**config.mk**
```make
export PLATFORM = sky130hd
export DESIGN_NAME = dcache_write_buffer_flat
export DESIGN_NICKNAME = d
export VERILOG_FILES = /design/src/rtl/mem_if_pkg.sv /design/src/rtl/dcache_write_buffer_if.sv /design/src/rtl/wb_fifo.sv /design/src/rtl/dcache_write_buffer.sv /design/src/flat_wrapper.sv
export SDC_FILE = /design/constraint.sdc
export NUM_CORES = 1
export LEC_CHECK = 0
export ABC_CLOCK_PERIOD_IN_PS = 5840
export BUFFER_PORTS_ARGS = -buffer_cell sky130_fd_sc_hd__buf_4
export CORE_MARGIN = 2
export CORE_UTILIZATION = 60
export CTS_CLUSTER_SIZE = 16
export DETAILED_ROUTE_END_ITERATION = 6
export PLACE_DENSITY = 0.78
export RECOVER_POWER = 25
export SLEW_MARGIN = 20
export SYNTH_ARGS = -nofsm -noshare
export SYNTH_HDL_FRONTEND = slang
export SYNTH_SLANG_ARGS = --single-unit
```
**constraint.sdc**
```tcl
create_clock -name clk -period 5.84 [get_ports clk]
set_clock_uncertainty 0.1 [all_clocks]
set_input_delay 1.168 -clock clk [delete_from_list [all_inputs] [get_ports clk]]
set_output_delay 1.168 -clock clk [all_outputs]
set_load 0.03 [all_outputs]
```
**src/rtl/mem_if_pkg.sv**
```systemverilog
// Shared types for the DCache posted-write buffer: entry layout, FSM encoding
// and the word-select boundary used for address matching.
package mem_if_pkg;
  localparam int WORD_LSB      = 2;
  localparam int WB_ADDR_WIDTH = 32;
  localparam int WB_DATA_WIDTH = 32;

  typedef struct packed {
    logic [WB_ADDR_WIDTH-1:0] addr;
    logic [WB_DATA_WIDTH-1:0] data;
  } wb_entry_t;

  typedef enum logic [1:0] {
    IDLE = 2'd0,
    RD   = 2'd1,
    WR   = 2'd2,
    RSP  = 2'd3
  } wb_state_t;
endpackage

```
**src/rtl/dcache_write_buffer_if.sv**
```systemverilog
// Cache-side and memory-side handshake bundle of the write buffer.
// slave = the buffer itself, master = the surrounding cache/memory environment.
interface dcache_write_buffer_if #(
  parameter int ADDR_WIDTH = 32,
  parameter int DATA_WIDTH = 32
);
  logic                  cache_read_request;
  logic                  cache_write_request;
  logic [ADDR_WIDTH-1:0] cache_addr;
  logic [DATA_WIDTH-1:0] cache_write_data;
  logic                  cache_response;
  logic [DATA_WIDTH-1:0] cache_read_data;
  logic                  mem_read_request;
  logic                  mem_write_request;
  logic [ADDR_WIDTH-1:0] mem_addr;
  logic [DATA_WIDTH-1:0] mem_write_data;
  logic                  mem_response;
  logic [DATA_WIDTH-1:0] mem_read_data;
  logic                  empty;

  modport slave (
    input  cache_read_request, cache_write_request, cache_addr, cache_write_data,
    input  mem_response, mem_read_data,
    output cache_response, cache_read_data,
    output mem_read_request, mem_write_request, mem_addr, mem_write_data,
    output empty
  );

  modport master (
    output cache_read_request, cache_write_request, cache_addr, cache_write_data,
    output mem_response, mem_read_data,
    input  cache_response, cache_read_data,
    input  mem_read_request, mem_write_request, mem_addr, mem_write_data,
    input  empty
  );
endinterface

```
**src/rtl/wb_fifo.sv**
```systemverilog
// Store queue for the write buffer. Exposes every slot plus its valid bit so the
// top can forward from entries that are queued or already in flight to memory.
module wb_fifo
  import mem_if_pkg::*;
#(
  parameter int  DEPTH   = 4,
  parameter type entry_t = wb_entry_t,
  localparam int PW      = $clog2(DEPTH)
) (
  input  logic                 clk,
  input  logic                 rst,
  input  logic                 push,
  input  entry_t               push_entry,
  input  logic                 pop,
  output logic                 full,
  output logic [PW:0]          count,
  output logic [PW-1:0]        head,
  output logic [DEPTH-1:0]     valid,
  output entry_t [DEPTH-1:0]   entries
);
  logic [PW-1:0]      tail;
  entry_t [DEPTH-1:0] mem_q;

  always_ff @(posedge clk) begin
    if (rst) begin
      head  <= '0;
      tail  <= '0;
      count <= '0;
      valid <= '0;
    end else begin
      if (pop)  head <= head + PW'(1);
      if (push) tail <= tail + PW'(1);
      count <= count + (PW+1)'(push) - (PW+1)'(pop);
      // When full, head==tail: the push must win over the pop's clear.
      if (pop)  valid[head] <= 1'b0;
      if (push) valid[tail] <= 1'b1;
    end
  end

  always_ff @(posedge clk) begin
    if (push) mem_q[tail] <= push_entry;
  end

  assign entries = mem_q;
  assign full    = (count == (PW+1)'(DEPTH));
endmodule

```
**src/rtl/dcache_write_buffer.sv**
```systemverilog
// Posted-write buffer between the write-through DCache and the memory bus:
// 1-cycle store completion, in-order drain, store-to-load forwarding, read bypass.
module dcache_write_buffer
  import mem_if_pkg::*;
#(
  parameter int DEPTH      = 4,
  parameter int ADDR_WIDTH = 32,
  parameter int DATA_WIDTH = 32
) (
  input  logic                  clk,
  input  logic                  rst,
  dcache_write_buffer_if.slave  bus
);
  localparam int PW = $clog2(DEPTH);

  localparam logic [1:0] ST_IDLE = IDLE;
  localparam logic [1:0] ST_RD   = RD;
  localparam logic [1:0] ST_WR   = WR;
  localparam logic [1:0] ST_RSP  = RSP;

  typedef struct packed {
    logic [ADDR_WIDTH-1:0] addr;
    logic [DATA_WIDTH-1:0] data;
  } entry_t;

  logic [1:0]            state;
  logic                  resp_q;
  logic [DATA_WIDTH-1:0] rdata_q;
  logic                  mem_rd_q, mem_wr_q;
  logic [ADDR_WIDTH-1:0] mem_addr_q;
  logic [DATA_WIDTH-1:0] mem_wdata_q;

  logic                  full, push, pop;
  logic [PW:0]           count;
  logic [PW-1:0]         head;
  logic [DEPTH-1:0]      valid;
  entry_t [DEPTH-1:0]    entries;
  entry_t                head_entry, push_entry;

  logic                  accept, rd_pending, rd_hit, rd_miss;
  logic                  fwd_hit;
  logic [DATA_WIDTH-1:0] fwd_data;
  logic [PW-1:0]         idx;

  wb_fifo #(.DEPTH(DEPTH), .entry_t(entry_t)) u_fifo (
    .clk        (clk),
    .rst        (rst),
    .push       (push),
    .push_entry (push_entry),
    .pop        (pop),
    .full       (full),
    .count      (count),
    .head       (head),
    .valid      (valid),
    .entries    (entries)
  );

  // A request still high during its own response cycle must not be taken again.
  assign accept     = !resp_q;
  assign pop        = (state == ST_WR) && bus.mem_response;
  assign push       = accept && bus.cache_write_request && (!full || pop);
  assign push_entry = '{addr: bus.cache_addr, data: bus.cache_write_data};
  assign head_entry = entries[head];

  // Writes win a simultaneous request; the read is re-evaluated once the write is done.
  assign rd_pending = accept && bus.cache_read_request && !bus.cache_write_request;
  assign rd_hit     = rd_pending && fwd_hit && (state == ST_IDLE || state == ST_WR);
  assign rd_miss    = rd_pending && !fwd_hit && (state == ST_IDLE);

  // Walk oldest to youngest so the last match seen is the youngest store.
  always_comb begin
    fwd_hit  = 1'b0;
    fwd_data = '0;
    idx      = '0;
    for (int i = 0; i < DEPTH; i++) begin
      idx = head + PW'(i);
      if (valid[idx] &&
          entries[idx].addr[ADDR_WIDTH-1:WORD_LSB] == bus.cache_addr[ADDR_WIDTH-1:WORD_LSB]) begin
        fwd_hit  = 1'b1;
        fwd_data = entries[idx].data;
      end
    end
  end

  always_ff @(posedge clk) begin
    if (rst) begin
      state       <= ST_IDLE;
      resp_q      <= 1'b0;
      rdata_q     <= '0;
      mem_rd_q    <= 1'b0;
      mem_wr_q    <= 1'b0;
      mem_addr_q  <= '0;
      mem_wdata_q <= '0;
    end else begin
      resp_q <= push || rd_hit;
      if (rd_hit) rdata_q <= fwd_data;
      case (state)
        ST_IDLE: begin
          if (rd_miss) begin
            state      <= ST_RD;
            mem_rd_q   <= 1'b1;
            mem_addr_q <= bus.cache_addr;
          end else if (count != '0) begin
            state       <= ST_WR;
            mem_wr_q    <= 1'b1;
            mem_addr_q  <= head_entry.addr;
            mem_wdata_q <= head_entry.data;
          end
        end
        ST_RD: begin
          if (bus.mem_response) begin
            mem_rd_q <= 1'b0;
            rdata_q  <= bus.mem_read_data;
            state    <= ST_RSP;
          end
        end
        ST_WR: begin
          if (bus.mem_response) begin
            mem_wr_q <= 1'b0;
            state    <= ST_IDLE;
          end
        end
        ST_RSP: begin
          resp_q <= 1'b1;
          state  <= ST_IDLE;
        end
        default: state <= ST_IDLE;
      endcase
    end
  end

  assign bus.cache_response    = resp_q;
  assign bus.cache_read_data   = rdata_q;
  assign bus.mem_read_request  = mem_rd_q;
  assign bus.mem_write_request = mem_wr_q;
  assign bus.mem_addr          = mem_addr_q;
  assign bus.mem_write_data    = mem_wdata_q;
  assign bus.empty             = (count == '0) && (state == ST_IDLE);
endmodule

```
**src/flat_wrapper.sv**
```systemverilog
// flat-port wrapper written by rule: the top's interface ports become plain ports
module dcache_write_buffer_flat import mem_if_pkg::*;
#(
  parameter int DEPTH      = 4,
  parameter int ADDR_WIDTH = 32,
  parameter int DATA_WIDTH = 32
)
  (clk, rst, bus_cache_read_request, bus_cache_write_request, bus_cache_addr, bus_cache_write_data, bus_mem_response, bus_mem_read_data, bus_cache_response, bus_cache_read_data, bus_mem_read_request, bus_mem_write_request, bus_mem_addr, bus_mem_write_data, bus_empty);
  dcache_write_buffer_if #(.ADDR_WIDTH(ADDR_WIDTH), .DATA_WIDTH(DATA_WIDTH)) bus_i ();
  input  logic clk;
  input  logic rst;
  input wire logic [$bits(bus_i.cache_read_request)-1:0] bus_cache_read_request;
  input wire logic [$bits(bus_i.cache_write_request)-1:0] bus_cache_write_request;
  input wire logic [$bits(bus_i.cache_addr)-1:0] bus_cache_addr;
  input wire logic [$bits(bus_i.cache_write_data)-1:0] bus_cache_write_data;
  input wire logic [$bits(bus_i.mem_response)-1:0] bus_mem_response;
  input wire logic [$bits(bus_i.mem_read_data)-1:0] bus_mem_read_data;
  output wire logic [$bits(bus_i.cache_response)-1:0] bus_cache_response;
  output wire logic [$bits(bus_i.cache_read_data)-1:0] bus_cache_read_data;
  output wire logic [$bits(bus_i.mem_read_request)-1:0] bus_mem_read_request;
  output wire logic [$bits(bus_i.mem_write_request)-1:0] bus_mem_write_request;
  output wire logic [$bits(bus_i.mem_addr)-1:0] bus_mem_addr;
  output wire logic [$bits(bus_i.mem_write_data)-1:0] bus_mem_write_data;
  output wire logic [$bits(bus_i.empty)-1:0] bus_empty;
  assign bus_i.cache_read_request = bus_cache_read_request;
  assign bus_i.cache_write_request = bus_cache_write_request;
  assign bus_i.cache_addr = bus_cache_addr;
  assign bus_i.cache_write_data = bus_cache_write_data;
  assign bus_i.mem_response = bus_mem_response;
  assign bus_i.mem_read_data = bus_mem_read_data;
  assign bus_cache_response = bus_i.cache_response;
  assign bus_cache_read_data = bus_i.cache_read_data;
  assign bus_mem_read_request = bus_i.mem_read_request;
  assign bus_mem_write_request = bus_i.mem_write_request;
  assign bus_mem_addr = bus_i.mem_addr;
  assign bus_mem_write_data = bus_i.mem_write_data;
  assign bus_empty = bus_i.empty;
  dcache_write_buffer #(.DEPTH(DEPTH), .ADDR_WIDTH(ADDR_WIDTH), .DATA_WIDTH(DATA_WIDTH)) u_core (.clk(clk), .rst(rst), .bus(bus_i));
endmodule
```
=== After elaboration in Yosys (flattened, before gate mapping) ===
Index checks and enable logic that the tools add are counted.

* Bits of input ports: 101
* Register bits after elaboration: 368

* Order comparisons: 7
* Equal/unequal tests: 14
* $add $sub $neg: 6
* Mux-type cells: 51
* Reduce and logical (&&, ||, !) cells: 34
* Bitwise operators: 4

{| class="wikitable"
|+ Operators by type and width
! operator !! count
|-
| 64-bit binary-select mux with 2-bit select || 4
|-
| 64-bit 2-to-1 mux || 5
|-
| 32-bit 2-to-1 mux || 9
|-
| 256-bit bitwise mux || 1
|-
| 64-bit demux with 2-bit select || 1
|-
| 30-bit == test || 4
|-
| 1-bit logical AND || 16
|-
| 2-bit by 3-bit < comparator with 1-bit output, second input constant || 5
|-
| 1-bit 2-to-1 mux || 15
|-
| 4-bit 2-to-1 mux || 3
|-
| 3-bit AND reduction || 3
|-
| 1-bit binary-select mux with 2-bit select || 4
|-
| 2-bit 2-to-1 mux || 4
|-
| 2-bit case mux with 4 select lines || 1
|-
| 2-bit != test, second input constant || 3
|-
| 2-bit nonzero test || 3
|-
| 2-bit by 1-bit adder with 2-bit output, second input constant || 2
|-
| 2-bit adder, second input constant || 2
|-
| 4-bit AND || 1
|-
| 1-bit demux with 2-bit select || 2
|-
| 2-bit == test, second input constant || 2
|-
| 2-bit by 1-bit greater-or-equal comparator with 1-bit output, second input constant || 2
|-
| 1-bit logical NOT || 4
|-
| 2-bit by 1-bit != test with 1-bit output, second input constant || 2
|-
| 15 further kinds || 18
|}

=== Depth between registers and ports, before layout ===
Gate-level depths: netlist of the first run.

* Depth after elaboration: 13
* Mapped depth: 24
* Gate-level depth less buffers: 11

=== Hierarchy ===
Synthesis of the first run repeated with hierarchy kept, for this count alone.

* Cell total of the unflattened synthesis: 1722
* Area, all modules: 21419.3 um^2

{| class="wikitable"
|+ Modules (own cells, without submodules)
! module !! instances !! area each (um^2) !! cells an instance !! seq. area each (um^2)
|-
| dcache_write_buffer || 1 || 13138.9 || 1410 || 2021.9
|-
| wb_fifo || 1 || 8280.4 || 312 || 7907.6
|}

=== Worst setup path after synthesis of the first run ===
Ideal clock, no wire load.

* Path kind: register to register
* From: register u_core.u_fifo.head[1]
* To: register u_core.rdata_q[30], in the netlist u_core.bus.cache_read_data[30]
* Path buffers: 7
* Data arrival time: 4823 ps
* Library setup time: 115 ps
* Stages on the path, launching flop included: 19
* Setup slack: 802 ps
* Path through: dfxtp_1 buf_1 inv_2 clkbuf_1 buf_1 clkbuf_1 ha_1 buf_2 buf_2 buf_1 mux4_2 xnor2_1 nand2_1 or4_1 nor4_1 nand2b_1 a221oi_1 o211ai_1 and2_1

* Cells in the longest elaborated chain, start to end: 13
* Elaborated cells on any way between the ends: 40
* Classes of those cells: 3 x add/sub; 4 x eq/ne; 27 x mux; 6 x reduce/logical

{| class="wikitable"
|+ Ends and longest elaborated chain
! element !! RTL line !! text
|-
| start, declared || wb_fifo.sv:17 || <nowiki>output logic [PW-1:0] head,</nowiki>
|-
| start signal, assigned || wb_fifo.sv:31 || <nowiki>if (pop) head <= head + PW'(1);</nowiki>
|-
| 2-bit by 1-bit adder with 2-bit output / 64-bit binary-select mux with 2-bit select (equally long branches) || dcache_write_buffer.sv:76, dcache_write_buffer.sv:78, dcache_write_buffer.sv:80 ||
|-
| 64-bit binary-select mux with 2-bit select / 64-bit 2-to-1 mux (equally long branches) || dcache_write_buffer.sv:78, dcache_write_buffer.sv:80 ||
|-
| 64-bit 2-to-1 mux (not written as such) / 30-bit == test (equally long branches) || dcache_write_buffer.sv:80, dcache_write_buffer.sv:78 ||
|-
| 30-bit == test / 1-bit logical AND (equally long branches) || dcache_write_buffer.sv:78, dcache_write_buffer.sv:77 ||
|-
| 1-bit logical AND / 1-bit 2-to-1 mux (equally long branches) || dcache_write_buffer.sv:77 || <nowiki>if (valid[idx] &&</nowiki>
|-
| 1-bit 2-to-1 mux (3 in series) || dcache_write_buffer.sv:77 ||
|-
| 1-bit logical AND (2 in series) || dcache_write_buffer.sv:67 || <nowiki>assign rd_hit = rd_pending && fwd_hit && (state == ST_IDLE || state == ST_WR);</nowiki>
|-
| 32-bit 2-to-1 mux (*) || dcache_write_buffer.sv:96 || <nowiki>if (rd_hit) rdata_q <= fwd_data;</nowiki>
|-
| 32-bit 2-to-1 mux || dcache_write_buffer.sv:111 || <nowiki>if (bus.mem_response) begin</nowiki>
|-
| 32-bit 2-to-1 mux (*) || dcache_write_buffer.sv:97 || <nowiki>case (state)</nowiki>
|-
| end signal, assigned || dcache_write_buffer.sv:96 ||
|-
| end signal, assigned || dcache_write_buffer.sv:113 || <nowiki>rdata_q <= bus.mem_read_data;</nowiki>
|-
| end, declared || dcache_write_buffer.sv:28 || <nowiki>logic [DATA_WIDTH-1:0] rdata_q;</nowiki>
|}

Every way passes the cells marked *; elsewhere a longest branch is shown, timed or not. The select of a mux whose other input is x is not followed.
A chain may end at the register's enable or synchronous reset.

=== Worst setup path in the final report of the first run ===
* From: register u_core.u_fifo.head[0]
* To: register u_core.mem_addr_q[30], in the netlist u_core.bus.mem_addr[30]

* Cells in the longest elaborated chain, start to end: 13
* Elaborated cells on any way between the ends: 38
* Classes of those cells: 3 x add/sub; 4 x eq/ne; 22 x mux; 9 x reduce/logical

{| class="wikitable"
|+ Ends and longest elaborated chain
! element !! RTL line !! text
|-
| 2-bit by 1-bit adder with 2-bit output / 64-bit binary-select mux with 2-bit select (equally long branches) || dcache_write_buffer.sv:76, dcache_write_buffer.sv:63, dcache_write_buffer.sv:78 ||
|-
| 64-bit binary-select mux with 2-bit select / 64-bit 2-to-1 mux (equally long branches) || dcache_write_buffer.sv:78, dcache_write_buffer.sv:63 ||
|-
| 64-bit 2-to-1 mux / 30-bit == test (equally long branches) || n/a ||
|-
| 30-bit == test / 1-bit logical AND (equally long branches) || dcache_write_buffer.sv:78, dcache_write_buffer.sv:77 ||
|-
| 1-bit logical AND / 1-bit 2-to-1 mux (equally long branches) || dcache_write_buffer.sv:77 ||
|-
| 1-bit 2-to-1 mux (3 in series) || dcache_write_buffer.sv:77 ||
|-
| 1-bit logical NOT || dcache_write_buffer.sv:68 || <nowiki>assign rd_miss = rd_pending && !fwd_hit && (state == ST_IDLE);</nowiki>
|-
| 1-bit logical AND (2 in series) || dcache_write_buffer.sv:68 ||
|-
| 2-bit nonzero test (no line) || n/a ||
|-
| 2-bit AND reduction (no line) || n/a ||
|-
| end signal, assigned || dcache_write_buffer.sv:102 || <nowiki>mem_addr_q <= bus.cache_addr;</nowiki>
|-
| end signal, assigned || dcache_write_buffer.sv:106 || <nowiki>mem_addr_q <= head_entry.addr;</nowiki>
|-
| end, declared || dcache_write_buffer.sv:30 || <nowiki>logic [ADDR_WIDTH-1:0] mem_addr_q;</nowiki>
|}

Several ways; a longest one is shown, not always the timed one. The select of a mux whose other input is x is not followed.

==> impl_metrics.tcl, run 1 <==
set metrics [dict create \
    status "complete, no violations" \
    fmax_mhz 197 \
    syn_area_sq_um 21400 \
    finalCriticalPeriod_ns 5.07 \
    cts_hold_repair.buffers 0 \
    synth_seq_cells 368 \
    layout_common_cells "edfxtp_1, mux2i_1, buf_4, nand2_1, nor2_1" \
    synth_area_leader_cell "edfxtp_1" \
    gr-total-overflow 0 \
    cts.sinks 368 \
    final_layout_size_suffix_gt1_frac 0.193 \
    ys_seq_area_frac 0.465 \
    power_density_nw_per_um2 387 \
    post-route-period-util 0.867 \
    fp.coreArea_sq_um 35300 \
    cp_slowest_cell "mux2i_1" \
    cp-start-kind "flip-flop" \
    worstSkewPairLatency_ns 0.58 \
    end_kind "flip-flop" \
    antenna_found_initial 1 \
    worst_pin_slew_ns 1.09 \
    grt_max_degree 100 \
    grt_use_met1 0.529 \
    gp_congestion 0.960 \
    placed_cell_area_sq_um 22900 \
    die_h_microns 193 \
    cts_tree "done" \
    wl_per_cell_microns 26.3 \
    numCtsBuffers 40 \
    clockRootBuffer "clkbuf_16" \
    nets 2159 \
    syn-num-nets 2057 \
    synth_edf_count 256 \
    finalInstanceArea_sq_um 24000 \
    slowest_delay_ns 0.79 \
    drt-pass1-iter-count 6 \
    dpl.hpwl_microns 44200 \
    hold_path.class "reg2reg" \
    met2_usage 0.527 \
    synth_top_area_frac 0.360 \
    arrival_ns 5.42 \
    async_flop_share 0 \
    drtAntennaViolNets 0 \
    grt_usage 0.356 \
    finalSetupViolCount 0 \
    area_growth_pct 12.4 \
    required_ns 6.19 \
    synth.distinct_cells 84 \
    peakVddDrop_uv 324 \
    place_inst 2467 \
    grt_util_met3 0.0709 \
    grt.busiest_layer "met1" \
    setup_tns_ns 0 \
    hold_viol 0 \
    path_clk_slew_ns 0.06 \
    p_leak_nw 8.20 \
    finalMaxSlewViolations 0 \
    grt_pass1_vias 16600 \
    n_fill_cell 2666 \
    io_pins 201 \
    postCtsSetupBuffers 0 \
    rows 69 \
    fin_hold_ws_ns 0.366 \
    synth_area_leaders "edfxtp_1, dfxtp_1, mux2i_1" \
    numPortBuffers 200 \
    final_cells 2543 \
    mostFrequentLayoutCell "edfxtp_1" \
    start_util 0.605 \
    drt_iter0_drc 2220 \
    yosysWarnings 0 \
    ys.flop_type "edfxtp_1" \
    crit_chain "buf_4 > mux2i_1 > mux2i_1 > xnor2_1 > nand4_1 > or4b_1 > o22ai_4 > or4_1 > buf_4 > nor3_1 > a211oi_1" \
    die_w_microns 193 \
    die-area_sq_um 37100 \
    syn_inst 1946 \
    grt_pass1_wl_microns 99300 \
    cts.repair.resized 0 \
    wl_microns 66900 \
    maxCapViolCount 0 \
    crit_type "reg2reg" \
    total_power_w 0.00928 \
    rsz0062_at_grt "false" \
    relSlewSlack 0.274 \
    clock_path_buffers 3 \
    syn_avg_cell_area_sq_um 11.0 \
    crit_fanout 56 \
    drc 0 \
    ctsHtreeMaxLevel 2 \
    vias 17700 \
    via_per_inst 6.94 \
]
-- metrics by stage --
step                      utilization  worst slack (ns)
after global placement          0.649              1.05
final                           0.680             0.775
after floorplan                     -             0.802
after CTS                       0.685             0.869
after detailed placement        0.649             0.907
after global routing            0.680             0.489
-- worst paths after layout --
path | from | to | slack, ns | cells past startpoint
worst max-delay path | u_core.u_fifo.head[0] | u_core.bus.mem_addr[30] | 0.77 | 11
worst min-delay path | u_core.bus.mem_write_data[30] | u_core.bus.mem_write_data[30] | 0.37 | 2
worst max register to register | u_core.u_fifo.head[0] | u_core.bus.mem_addr[30] | 0.77 | 11
worst min register to register | u_core.bus.mem_write_data[30] | u_core.bus.mem_write_data[30] | 0.37 | 2
-- sequential cells by signal, indices dropped and copies added (netlist names) --
| register | flops |
|---|---|
| u_core.bus.cache_read_data | 32 |
| u_core.bus.cache_response | 1 |
| u_core.bus.mem_addr | 32 |
| u_core.bus.mem_read_request | 1 |
| u_core.bus.mem_write_data | 32 |
| u_core.bus.mem_write_request | 1 |
| u_core.state | 2 |
| u_core.u_fifo.count | 3 |
| u_core.u_fifo.entries | 256 |
| u_core.u_fifo.head | 2 |
| u_core.u_fifo.tail | 2 |
| u_core.u_fifo.valid | 4 |
-- worst max-delay path: cells and delay by family, from the launching register on --
kind / cells / cell delay [ns]
AO/OA/AOI/OAI: 2 / 0.67
buffers and inverters: 2 / 1.11
flip-flops: 1 / 0.68
multiplexers: 2 / 1.01
AND/OR/NAND/NOR: 4 / 1.08
XOR/XNOR: 1 / 0.23
-- layout make-up --
| type | instances | area, sq um | area share |
|---|---|---|---|
| multi-input combinational | 1378 | 10500 | 0.437 |
| clock buffer | 61 | 1140 | 0.0475 |
| inverter | 18 | 67.6 | 0.00281 |
| sequential | 368 | 9940 | 0.414 |
| tap | 461 | 577 | 0.0240 |
| timing repair buffer | 242 | 1670 | 0.0694 |
| antenna | 2 | 5.00 | 0.000208 |
| clock inverter | 13 | 128 | 0.00532 |
-- Yosys cell counts, types with 51 or more instances --
library cell	count
edfxtp_1	256
mux2i_1	212
nand2_1	144
nor2_1	140
a21oi_1	131
dfxtp_1	112
clkbuf_1	106
xnor2_1	90
mux2_2	73
nor3_1	51
o21ai_0	51
-- layer usage --
| metal | vias to the layer above | wire, microns |
|---|---|---|
| met1 | 8642 | 27600 |
| met2 | 1188 | 29200 |
| met4 | 2 | 1690 |
| li1 | 7670 | - |
| met3 | 155 | 8320 |
| met5 | - | 13 |
-- power by group --
part | internal [W] | leakage, nW | switching, W
Sequential | 0.00317 | 3.25 | 0.000238
Combinational | 0.00130 | 4.32 | 0.00209
Clock | 0.00141 | 0.618 | 0.00107
Total | 0.00589 | 8.20 | 0.00339
-- cell families after synthesis --
kind of cell | count (synthesis) | share of synthesized area
mux | 333 | 0.188
buf+inv | 200 | 0.0459
compound gates | 399 | 0.131
fa+ha+maj | 10 | 0.00621
xor+xnor | 104 | 0.0426
flops | 368 | 0.465
simple gates | 532 | 0.122
Note: power is estimated with default switching activity, not from simulation.
==> run 2: changes to the inputs <==
Settings changed: BUFFER_PORTS_ARGS -buffer_cell sky130_fd_sc_hd__buf_4 to -buffer_cell sky130_fd_sc_hd__buf_2, CORE_ASPECT_RATIO set to 0.8.
==> run 2 against run 1 <==
Compared with the run above: non-clock buffer count is 3 higher; critical path depth stayed put; fmax decreased by 4.9%.
==> impl_metrics.tcl, run 2 (synthesis gave the netlist of run 1 again) <==
set metrics [dict create \
    drc 0 \
    antenna_found_initial 4 \
    crit_buf_inv 2 \
    crit_fanout 35 \
    power.internal_w 0.00581 \
    p_clk_frac 0.267 \
    worst_pin_slew_ns 1.15 \
    final_layout_size_suffix_gt1_frac 0.194 \
    area_growth_pct 10.7 \
    drtAntennaViolNets 0 \
    grt_pass1_wl_microns 105000 \
    clockRootBuffer "clkbuf_16" \
    layout_common_cells "edfxtp_1, mux2i_1, buf_2, nand2_1, nor2_1" \
    cts_hold_repair.buffers 0 \
    largest_register_ffs 256 \
    hold_end "u_core.bus.mem_write_data[30]" \
    postCtsSetupBuffers 0 \
    power_density_nw_per_um2 395 \
    place_inst 2481 \
    p_seq_frac 0.365 \
    finalSetupViolCount 0 \
    dpl.hpwl_microns 46500 \
    setup_tns_ns 0 \
    numCtsBuffers 38 \
    fmax_mhz 188 \
    fp.coreArea_sq_um 34900 \
    holdPathStages 2 \
    via_per_inst 7.00 \
    crit_family "simple AND/OR/NAND/NOR gates" \
    mostFrequentLayoutCell "edfxtp_1" \
    grt_max_degree 195 \
    end_kind "flip-flop" \
    arrival_ns 5.66 \
    final_cells 2551 \
    grt_usage 0.370 \
    nets 2160 \
    numPortBuffers 200 \
    required_ns 6.18 \
    path_clk_slew_ns 0.07 \
    drt-pass1-iter-count 7 \
    slowest_delay_ns 0.73 \
    p_sw_w 0.00353 \
    rsz0062_at_grt "false" \
    p_leak_nw 8.15 \
    n_fill_cell 2612 \
    gp_congestion 1.06 \
    clock_path_buffers 3 \
    finalCriticalPeriod_ns 5.33 \
    ctsHtreeMaxLevel 2 \
    start_util 0.612 \
    crit_chain "buf_4 > mux2i_1 > o22ai_1 > or4b_1 > a222oi_1 > nand4_1 > or2_2 > buf_4 > o2111ai_1 > a311oi_1 > a221o_1" \
    placed_cell_area_sq_um 22500 \
    cts.sinks 368 \
    gr-total-overflow 0 \
    post-route-period-util 0.912 \
    rows 61 \
    insertedDiodeCount 0 \
    status "complete, no violations" \
    maxCapViolCount 0 \
    relSlewSlack 0.229 \
    rr_endpoint "u_core.bus.cache_read_data[20]" \
    drt_iter0_drc 2785 \
    hold_path.class "reg2reg" \
    finalInstanceArea_sq_um 23600 \
    io_pins 201 \
    die-area_sq_um 37100 \
    cp-start-kind "flip-flop" \
    worstSetupStartpoint "u_core.u_fifo.head[0]" \
    netSwitchingFraction 0.378 \
    hold_viol 0 \
    combPwrFrac 0.368 \
    grt_pass1_vias 17000 \
    finalMaxSlewViolations 0 \
    vias 17900 \
    r2r_slack_ns 0.51 \
    worstSkewPairLatency_ns 0.55 \
    cts.repair.resized 0 \
    peakVddDrop_uv 294 \
    die_h_microns 173 \
    worstRegToRegCells 11 \
    min_from "u_core.bus.mem_write_data[30]" \
    cp_slowest_cell "or2_2" \
    worst_path_most_repeated_cell "buf_4" \
    r2r_start "u_core.u_fifo.head[0]" \
    cts_tree "done" \
    die_w_microns 215 \
    crit_type "reg2reg" \
    wl_microns 70000 \
    wl_per_cell_microns 27.5 \
]
[run 2: stage by stage]
stage	hold slack, ns	utilization	setup slack [ns]	power, W
6_report	0.367	0.678	0.512	0.00934
5_1_grt	0.377	0.678	0.398	0.00966
4_1_cts	0.370	0.680	0.681	0.00926
3_5_place_dp	0.362	0.644	0.691	0.00678
3_3_place_gp	0.340	0.644	0.687	0.00670
2_1_floorplan	0.365	-	0.802	0.00579
[run 2: metal layers]
metal  wire (microns)  up-vias  global-route usage
li1                 -     7672                   -
met1            28700     8708               0.539
met2            30200     1289               0.546
met3             9140      187              0.0973
met4             1920        8               0.106
met5               57        -                   0
[run 2: worst max-delay path by stage]
stage | end | cells after the start
after CTS | u_core.bus.cache_read_data[20] | 11
after detailed placement | u_core.bus.cache_read_data[20] | 10
after global routing | u_core.bus.cache_read_data[20] | 11
after global placement | u_core.bus.cache_read_data[20] | 10
after floorplan | u_core.bus.cache_read_data[30] | 18
final | u_core.bus.cache_read_data[20] | 11
[run 2: power by group through the flow]
stage          registers [W]  logic, W  clock network [W]
2_1_floorplan        0.00370   0.00209                  0
3_3_place_gp         0.00343   0.00327                  0
3_5_place_dp         0.00345   0.00333                  0
4_1_cts              0.00340   0.00336            0.00251
5_1_grt              0.00344   0.00360            0.00262
6_report             0.00341   0.00343            0.00250
[run 2: tightest hold or removal path, delay by kind of cell (launching register included)]
kind,cells,cell delay [ns]
flip-flops,1,0.31
AO/OA/AOI/OAI,1,0.06
AND/OR/NAND/NOR,1,0.05
[run 2: final cells by class]
| type | instances | area, sq um | share of cell area |
|---|---|---|---|
| timing repair buffer | 245 | 1310 | 0.0553 |
| clock inverter | 16 | 213 | 0.00900 |
| multi-input combinational | 1378 | 10500 | 0.444 |
| inverter | 18 | 67.6 | 0.00286 |
| tap | 472 | 591 | 0.0250 |
| sequential | 368 | 9940 | 0.420 |
| clock buffer | 54 | 1040 | 0.0440 |
